File: config.mk
export PLATFORM = sky130hd
export DESIGN_NAME = div_array_sched
export DESIGN_NICKNAME = d
export VERILOG_FILES = /design/src/rtl/div_array_sched.sv
export SDC_FILE = /design/constraint.sdc
export NUM_CORES = 1
export LEC_CHECK = 0
export CAP_MARGIN = 5
export CORE_AREA = 2 2 77 79
export DETAILED_ROUTE_END_ITERATION = 6
export DIE_AREA = 0 0 79 81
export GPL_TIMING_DRIVEN = 0
export HOLD_SLACK_MARGIN = 0.06
export PLACE_DENSITY = 0.86
export SYNTH_ARGS = -nofsm -noshare
export SYNTH_HDL_FRONTEND = slang
export SYNTH_SLANG_ARGS = --single-unit
File: constraint.sdc
create_clock -name clk -period 3.1 [get_ports clk]
set_input_delay 0.93 -clock clk [delete_from_list [all_inputs] [get_ports clk]]
set_output_delay 0.93 -clock clk [all_outputs]
set_load 0.05 [all_outputs]
File: src/rtl/div_array_sched.sv
// Round-robin sequencer for one shared 16/8 combinational divider array: accepts one
// operation, holds operands for SETTLE_CYCLES, then returns q/r tagged with the requester ID.
// Optional define DIV_OVF_CHECK_EN flags divide-by-zero / quotient overflow at accept time.
module div_array_sched #(
    parameter int unsigned SETTLE_CYCLES = 2,
    parameter int unsigned CNT_W         = 4
) (
    input  logic        clk,
    input  logic        rst_n,
    input  logic        req0_valid,
    output logic        req0_ready,
    input  logic [15:0] req0_n,
    input  logic [7:0]  req0_d,
    input  logic        req1_valid,
    output logic        req1_ready,
    input  logic [15:0] req1_n,
    input  logic [7:0]  req1_d,
    output logic [15:0] div_n,
    output logic [7:0]  div_d,
    input  logic [7:0]  div_q,
    input  logic [7:0]  div_r,
    output logic        resp_valid,
    input  logic        resp_ready,
    output logic        resp_id,
    output logic [7:0]  resp_q,
    output logic [7:0]  resp_r,
    output logic        resp_err,
    output logic        busy
);

    typedef enum logic [1:0] {
        S_IDLE = 2'd0,
        S_WAIT = 2'd1,
        S_RESP = 2'd2
    } state_e;

    localparam logic [CNT_W-1:0] CNT_LOAD = CNT_W'(SETTLE_CYCLES - 1);

    state_e           state_q, state_d;
    logic             rr_ptr_q, rr_ptr_d;
    logic [CNT_W-1:0] cnt_q, cnt_d;
    logic [15:0]      div_n_q, div_n_d;
    logic [7:0]       div_d_q, div_d_d;
    logic             owner_q, owner_d;
    logic             resp_valid_q, resp_valid_d;
    logic [7:0]       quo_q, quo_d;
    logic [7:0]       rem_q, rem_d;

    logic        grant0, grant1, accept;
    logic [15:0] sel_n;
    logic [7:0]  sel_d;

    // Only the arbitration winner sees ready, so valid & ready is the grant itself.
    always_comb begin
        grant0 = (state_q == S_IDLE) && req0_valid && (!req1_valid || !rr_ptr_q);
        grant1 = (state_q == S_IDLE) && req1_valid && (!req0_valid ||  rr_ptr_q);
        accept = grant0 || grant1;
        sel_n  = grant1 ? req1_n : req0_n;
        sel_d  = grant1 ? req1_d : req0_d;
    end

`ifdef DIV_OVF_CHECK_EN
    logic err_q, err_d;
    logic flag_q, flag_d;
`endif

    always_comb begin
        // NOTE: every next-state signal gets its hold value first so no path infers a latch.
        state_d      = state_q;
        rr_ptr_d     = rr_ptr_q;
        cnt_d        = cnt_q;
        div_n_d      = div_n_q;
        div_d_d      = div_d_q;
        owner_d      = owner_q;
        resp_valid_d = resp_valid_q;
        quo_d        = quo_q;
        rem_d        = rem_q;
`ifdef DIV_OVF_CHECK_EN
        err_d        = err_q;
        flag_d       = flag_q;
`endif
        case (state_q)
            S_IDLE: begin
                if (accept) begin
                    div_n_d  = sel_n;
                    div_d_d  = sel_d;
                    owner_d  = grant1;
                    rr_ptr_d = !grant1;
                    cnt_d    = CNT_LOAD;
                    state_d  = S_WAIT;
`ifdef DIV_OVF_CHECK_EN
                    // Any case the 8-bit quotient cannot represent, decided on the sampled operands.
                    flag_d   = (sel_d == 8'd0) || (sel_n[15:8] >= sel_d);
`endif
                end
            end
            S_WAIT: begin
                if (cnt_q == '0) begin
                    resp_valid_d = 1'b1;
                    state_d      = S_RESP;
`ifdef DIV_OVF_CHECK_EN
                    if (flag_q) begin
                        quo_d = 8'hFF;
                        rem_d = div_n_q[7:0];
                        err_d = 1'b1;
                    end else begin
                        quo_d = div_q;
                        rem_d = div_r;
                        err_d = 1'b0;
                    end
`else
                    quo_d = div_q;
                    rem_d = div_r;
`endif
                end else begin
                    cnt_d = cnt_q - 1'b1;
                end
            end
            S_RESP: begin
                if (resp_ready) begin
                    resp_valid_d = 1'b0;
                    state_d      = S_IDLE;
                end
            end
            default: state_d = S_IDLE;
        endcase
    end

    always_ff @(posedge clk) begin
        if (!rst_n) begin
            // NOTE: sequential state uses non-blocking assignments so every flop samples pre-edge values.
            state_q      <= S_IDLE;
            rr_ptr_q     <= 1'b0;
            cnt_q        <= '0;
            div_n_q      <= '0;
            div_d_q      <= '0;
            owner_q      <= 1'b0;
            resp_valid_q <= 1'b0;
            quo_q        <= '0;
            rem_q        <= '0;
        end else begin
            state_q      <= state_d;
            rr_ptr_q     <= rr_ptr_d;
            cnt_q        <= cnt_d;
            div_n_q      <= div_n_d;
            div_d_q      <= div_d_d;
            owner_q      <= owner_d;
            resp_valid_q <= resp_valid_d;
            quo_q        <= quo_d;
            rem_q        <= rem_d;
        end
    end

`ifdef DIV_OVF_CHECK_EN
    always_ff @(posedge clk) begin
        if (!rst_n) begin
            err_q  <= 1'b0;
            flag_q <= 1'b0;
        end else begin
            err_q  <= err_d;
            flag_q <= flag_d;
        end
    end
    assign resp_err = err_q;
`else
    assign resp_err = 1'b0;
`endif

    assign req0_ready = grant0;
    assign req1_ready = grant1;
    assign div_n      = div_n_q;
    assign div_d      = div_d_q;
    assign resp_valid = resp_valid_q;
    assign resp_id    = owner_q;
    assign resp_q     = quo_q;
    assign resp_r     = rem_q;
    assign busy       = (state_q != S_IDLE);

endmodule

**Yosys cells after proc, flatten, opt, wreduce, memory -nomap -nowiden**

Index checks and enable logic that the tools add are counted.

- Register bits: 49
- Output and inout bits: 46
- Word-level logic and storage cells: 49

- $add $sub $neg: 1
- Equal/unequal tests: 6
- Multiplexer cells: 12
- Reduce and logical (&&, ||, !) cells: 21

Operators by type and width:

| operator | count |
|---|---|
| two-way mux 16 bit | 1 |
| AND reduction 3 bit | 3 |
| two-way mux 4 bit | 2 |
| two-way mux 8 bit | 1 |
| != test 2 bit (second input constant) | 4 |
| case mux 4 bit (2 select lines) | 1 |
| two-way mux 2 bit | 3 |
| case mux 2 bit (3 select lines) | 1 |
| nonzero test 2 bit | 3 |
| logical AND 1 bit | 4 |
| zero test 1 bit | 4 |
| zero test 4 bit | 1 |
| AND reduction 2 bit | 2 |
| subtractor 4 x 1 -> 4 bit (second input constant) | 1 |
| logical OR 1 bit | 3 |
| equality test 2 x 1 -> 1 bit (second input constant) | 1 |
| equality test 2 bit (second input constant) | 1 |
| zero test 2 bit | 1 |
| two-way mux 1 bit | 2 |
| case mux 1 bit (2 select lines) | 1 |

**Depth between registers and ports, before layout**

Gate-level depths: netlist (run 1).

- Depth in word-level cells: 6
- Gate-level depth with buffers: 7
- Depth with buffers taken out: 5

**Worst setup path after synthesis (run 1)**

OpenSTA, ideal clock, no wires.

- Kind: input to output
- Start point: input port req0_valid
- End point: output port req0_ready
- Arrival: 1888 ps
- Slack: 282 ps
- Stages on the path: 4
- Buffers on the path: 1
- Cells stage by stage: a21boi_1 buf_2 nand2_1 inv_1

- Longest elaborated chain between the ends: 2

RTL lines:

| what | RTL line | text |
|---|---|---|
| start: declaration | 10 | `input logic req0_valid,` |
| logical AND 1 bit (2 in a row) | 55 | `grant0 = (state_q == S_IDLE) && req0_valid && (!req1_valid \|\| !rr_ptr_q);` |
| end: declaration | 11 | `output logic req0_ready,` |

No other way between the ends.

**Final worst setup path (run 1)**

Ends and elaborated chain as after synthesis.

==> flow_summary.json, run 1 <==
{
  "drt_iter0_drc": 100,
  "die_y_microns": 81,
  "cts_sinks": 49,
  "area_growth_pct": 59.6,
  "synth_cell_type_count": 40,
  "layout-drive-gt1-share": 0.0925,
  "placedCellCount": 455,
  "intPower_mw": 1.31,
  "detail_route.wl_per_cell_microns": 15.5,
  "antenna_found_initial": 0,
  "final_cells": 464,
  "cp_data_arrival_time_ns": 2.04,
  "switching_share": 0.393,
  "clockBufferDepth": 2,
  "core_area_sq_mm": 0.00568,
  "viasPerCell": 5.47,
  "grt_pass1_vias": 2435,
  "fin_crit_ns": 2.97,
  "synthFlopType": "dfxtp_1",
  "port-buffer-count": 113,
  "power_frac_seq": 0.351,
  "grt_setup_unrepaired": "false",
  "n_antenna_cell": 0,
  "numCtsBuffers": 5,
  "gp_congestion": 0.737,
  "synth_seq_cells": 49,
  "power_leakage_nw": 1.38,
  "firstDrtPassIters": 5,
  "dpl.hpwl_mm": 5.18,
  "die_w_microns": 79,
  "antenna_left": 0,
  "nets": 459,
  "finalCritPeriodShare": 0.958,
  "syn-num-nets": 338,
  "required_ns": 2.17,
  "async_flop_share": 0,
  "drc_errors": 0,
  "fillCellCount": 483,
  "syn_inst": 267,
  "p_clk_frac": 0.214,
  "maxSlewHeadroom": 0.612,
  "wirelength_mm": 7.20,
  "postCtsHoldBufs": 0,
  "power_per_cell_area_mw_per_mm2": 589,
  "grt_pass1_wl_mm": 11.4,
  "num_vias": 2539,
  "ys_seq_area_frac": 0.427,
  "yosysWarnings": 0,
  "tightest_slew_ns": 0.580,
  "fin_worst_skew_ns": 0.0116,
  "num_rows": 28,
  "hold_violations": 0,
  "vdd_drop_max_uv": 299,
  "worstPathMaxFanout": 10,
  "combPwrFrac": 0.434,
  "grt_start_max_net_pins": 17,
  "multi_input_area_sq_mm": 0.00118,
  "die_area_sq_mm": 0.00640,
  "cp-start-kind": "primary input",
  "slew_violations": 0,
  "htreeDepth": 2,
  "end_kind": "output port",
  "drv_cap": 0,
  "syn-cell-area_sq_mm": 0.00230,
  "hold_path.class": "reg -> reg",
  "track_usage": 0.223,
  "critical_path_class": "in -> out",
  "synth_edf_count": 0,
  "p_switching_mw": 0.849,
  "cts_root_buffer": "clkbuf_8",
  "clock_latency_ns": 0.31,
  "clock.fmax_mhz": 337,
  "clk_pin_slew_ns": 0.10,
  "status": "completed",
  "hold_slack_ns": 0.484,
  "synth_area_per_cell_sq_um": 8.60,
  "ff_latch_area_sq_um": 981,
  "grt-ovfl-total": 0,
  "cts_tree": "built",
  "setup_viol": 0,
  "num_io_pins": 115,
  "start_util": 0.405
}
==> per-layer routing <==
| layer | vias up | wire length (microns) | global-route usage |
|---|---|---|---|
| met5 | - | 0 | 0 |
| li1 | 1238 | - | - |
| met2 | 116 | 3420 | 0.386 |
| met3 | 10 | 580 | 0.0544 |
| met1 | 1175 | 3070 | 0.273 |
| met4 | 0 | 131 | 0.0707 |
==> cells in the mapped netlist (2+ instances only) <==
cell / count / area (sq um)
a21boi_0: 11 / 82.6
a21oi_1: 20 / 100
a31oi_1: 14 / 87.6
and3_1: 12 / 75.1
buf_2: 9 / 45.0
buf_4: 2 / 15.0
buf_6: 2 / 22.5
clkbuf_1: 12 / 45.0
dfxtp_1: 49 / 981
ha_1: 2 / 25.0
inv_1: 4 / 15.0
nand2b_1: 3 / 18.8
nand3_1: 44 / 220
nor2_1: 3 / 11.3
nor3b_4: 2 / 37.5
o21ai_0: 33 / 165
o21bai_1: 10 / 75.1
o221ai_1: 2 / 17.5
o311a_1: 10 / 100
or3_2: 2 / 15.0
or4_1: 2 / 15.0
==> repair_timing <==
| item | in CTS | in global routing |
|---|---|---|
| pin swaps | 0 | 0 |
| cloned | 0 | 0 |
| setup buffers | 1 | 0 |
| resized for setup | 20 | 1 |
| endpoints found under the setup margin | 2 | 1 |
==> state kept, by name (all words and copies together) (netlist names) <==
register    cells
div_n          16
div_d           8
resp_q          8
resp_r          8
cnt_q           4
state_q         2
resp_id         1
resp_valid      1
rr_ptr_q        1
==> worst paths after layout <==
kind | from | to | slack [ns] | depth (start not counted)
worst max-delay path | req0_valid | req0_ready | 0.13 | 6
worst min-delay path | resp_r[7] | resp_r[7] | 0.48 | 2
worst max register to register | cnt_q[0] | resp_q[2] | 1.29 | 7
worst min register to register | resp_r[7] | resp_r[7] | 0.48 | 2
==> critical path, cell delays in order <==
cell,delay (ns)
dlygate4sd2_1,0.33
a21boi_4,0.23
buf_4,0.19
nand2_1,0.10
inv_1,0.07
buf_4,0.19
==> final cells by class <==
type / instances / share of cell area
Multi-Input combinational cell: 186 / 0.322
Timing Repair Buffer: 114 / 0.309
Sequential cell: 49 / 0.268
Buffer: 26 / 0.0379
Tap cell: 75 / 0.0256
Clock buffer: 5 / 0.0188
Clock inverter: 3 / 0.0126
Inverter: 6 / 0.00615
==> stage by stage <==
stage,power [mW],instance area [sq um],setup TNS [ns],utilization,worst slack (ns)
2_1_floorplan,1.36,2300,0,-,0.282
5_1_grt,2.26,3660,0,0.646,0.0601
4_1_cts,2.16,3660,0,0.645,0.0271
6_report,2.16,3660,0,0.646,0.129
3_5_place_dp,1.70,3520,-2.09,0.620,-1.08
3_3_place_gp,1.68,3520,-2.01,0.620,-1.05
==> logic make-up (layout without fill, tap and decap cells) <==
group	after synthesis	after routing	synth area share
AO/OA/AOI/OAI	107	107	0.298
AND/OR/NAND/NOR	76	76	0.195
flip-flops	49	49	0.427
buffers and inverters	32	154	0.0676
adder cells (fa/ha/maj)	2	2	0.0109
other	1	1	0.00163
==> placed cells by master (no fill, tap or decap), drive strengths merged, types with 2 or more instances in the layout <==
cell,instances
nor2,4
o221ai,2
clkdlybuf4s50,108
dfxtp,49
ha,2
a21boi,12
buf,16
nand2b,3
and3,12
o21bai,10
nand3,44
a31oi,14
o21ai,34
a21oi,20
o311a,10
dlygate4sd2,2
nor3b,3
or3,3
inv,5
or3b,2
clkinv,2
or4,2
clkbuf,18
==> power by group through the flow <==
stage	combinational (mW)	sequential, mW	clock, mW
floorplan	0.357	1.01	0
global placement	0.914	0.767	0
detailed placement	0.928	0.769	0
CTS	0.936	0.756	0.472
global route	1.00	0.766	0.497
finish	0.938	0.758	0.463
No activity file was read; power rests on OpenSTA's default activity.
==> run 2: changes to the inputs <==
Settings changed: CORE_AREA 2 2 77 79 to 2 2 79 81, DIE_AREA 0 0 79 81 to 0 0 81 83, DONT_BUFFER_PORTS set to 1, PLACE_DENSITY 0.86 to 0.57, SLEW_MARGIN set to 20.
==> flow_summary.json, run 2 (synthesized netlist as in run 1, its figures left out) <==
{
  "status": "completed",
  "port-buffer-count": 0,
  "power_per_cell_area_mw_per_mm2": 770,
  "hold_slack_ns": 0.498,
  "wirelength_mm": 6.37,
  "cp_data_arrival_time_ns": 2.02,
  "track_usage": 0.188,
  "tns_ns": 0,
  "cts_setup_buffers": 0,
  "placedCellCount": 342,
  "num_io_pins": 115,
  "core_area_sq_mm": 0.00582,
  "tightest_slew_ns": 0.616,
  "clockBufferDepth": 2,
  "cts_tree": "built",
  "dpl.hpwl_mm": 4.61,
  "power_leakage_nw": 0.927,
  "start_util": 0.395,
  "area_growth_pct": 9.37,
  "firstDrtPassIters": 4,
  "numCtsBuffers": 5,
  "clock_latency_ns": 0.30,
  "gp_congestion": 0.728,
  "drv_cap": 0,
  "fin_util": 0.432,
  "clock.fmax_mhz": 339,
  "grt_setup_unrepaired": "false",
  "layout-drive-gt1-share": 0.113,
  "final_common_cell": "dfxtp_1",
  "detail_route.wl_per_cell_microns": 18.2,
  "drt_iter0_drc": 97,
  "viasPerCell": 5.94,
  "num_vias": 2078,
  "hold_violations": 0,
  "hold_path.class": "reg -> reg",
  "layout_common_cells": "49 x dfxtp_1, 44 x nand3_1, 33 x o21ai_0",
  "die_area_sq_mm": 0.00672,
  "htreeDepth": 2,
  "power_mw": 1.93,
  "drc_errors": 0,
  "antenna_left": 0,
  "die_w_microns": 81,
  "slew_violations": 0,
  "clk_pin_slew_ns": 0.09,
  "grt_pass1_wl_mm": 10.2,
  "final_cells": 350,
  "cp-start-kind": "primary input",
  "cts_sinks": 49,
  "grt-ovfl-total": 0,
  "end_kind": "output port",
  "setup_viol": 0,
  "cts_root_buffer": "clkbuf_8",
  "critical_path_class": "in -> out",
  "die_y_microns": 83,
  "antenna_found_initial": 0,
  "maxSlewHeadroom": 0.588,
  "finalCritPeriodShare": 0.952,
  "fin_crit_ns": 2.95,
  "fin_worst_skew_ns": 0.00438,
  "required_ns": 2.17,
  "worstPathMaxFanout": 10,
  "postCtsHoldBufs": 0,
  "grt_start_max_net_pins": 15,
  "largest_register_ffs": 16,
  "nets": 345,
  "num_rows": 28,
  "grt_pass1_vias": 2078,
  "vdd_drop_max_uv": 387,
  "n_antenna_cell": 0
}
[run 2: cell count changes in the layout (fill, tap and decap cells not counted), moves of 2 or more]
cell,change
clkbuf_1,+2
clkdlybuf4s50_1,-108
dlygate4sd2_1,-2
buf_4,-4
[run 2: final timing paths]
path / startpoint / endpoint / cells past startpoint / slack (ns)
setup reg to reg: cnt_q[0] / resp_q[5] / 7 / 1.27
hold reg to reg: cnt_q[1] / cnt_q[1] / 2 / 0.50
hold / removal: cnt_q[1] / cnt_q[1] / 2 / 0.50
setup / recovery: req0_valid / req1_ready / 3 / 0.15
[run 2: layout make-up]
type	count	area, sq um
clock inverters	1	30.0
fillers	600	3300
well taps	75	93.8
multi-input cells	186	1160
plain buffers	26	133
clock buffers	7	86.3
flip-flops and latches	49	981
inverters	6	22.5
[run 2: layer usage]
| layer | global-route usage | up-vias | wire length (microns) |
|---|---|---|---|
| met3 | 0.0707 | 7 | 642 |
| met5 | 0 | - | 0 |
| li1 | - | 1012 | - |
| met2 | 0.297 | 89 | 2900 |
| met4 | 0.0431 | 0 | 70 |
| met1 | 0.243 | 970 | 2760 |
[run 2: what timing repair did]
item / 4_1_cts / 5_1_grt
endpoints found under the setup margin: 1 / 1
gates resized for setup: 1 / 1
endpoints found under the hold margin: 0 / 0
[run 2: worst max-delay path: stages]
cell	delay [ns]
nand2b_1	0.16
clkbuf_1	0.44
and3_2	0.48
[run 2: stage by stage]
stage	worst slack [ns]	cell area, sq um
after detailed placement	0.00484	2390
final	0.149	2510
after global placement	-0.0000504	2390
after global routing	0.0588	2510
after CTS	0.0252	2510
after floorplan	0.282	2300
[run 2: where the power goes]
group | internal, mW | total [mW] | switching [mW]
logic | 0.161 | 0.451 | 0.291
clock network | 0.263 | 0.475 | 0.211
registers | 0.710 | 1.01 | 0.298
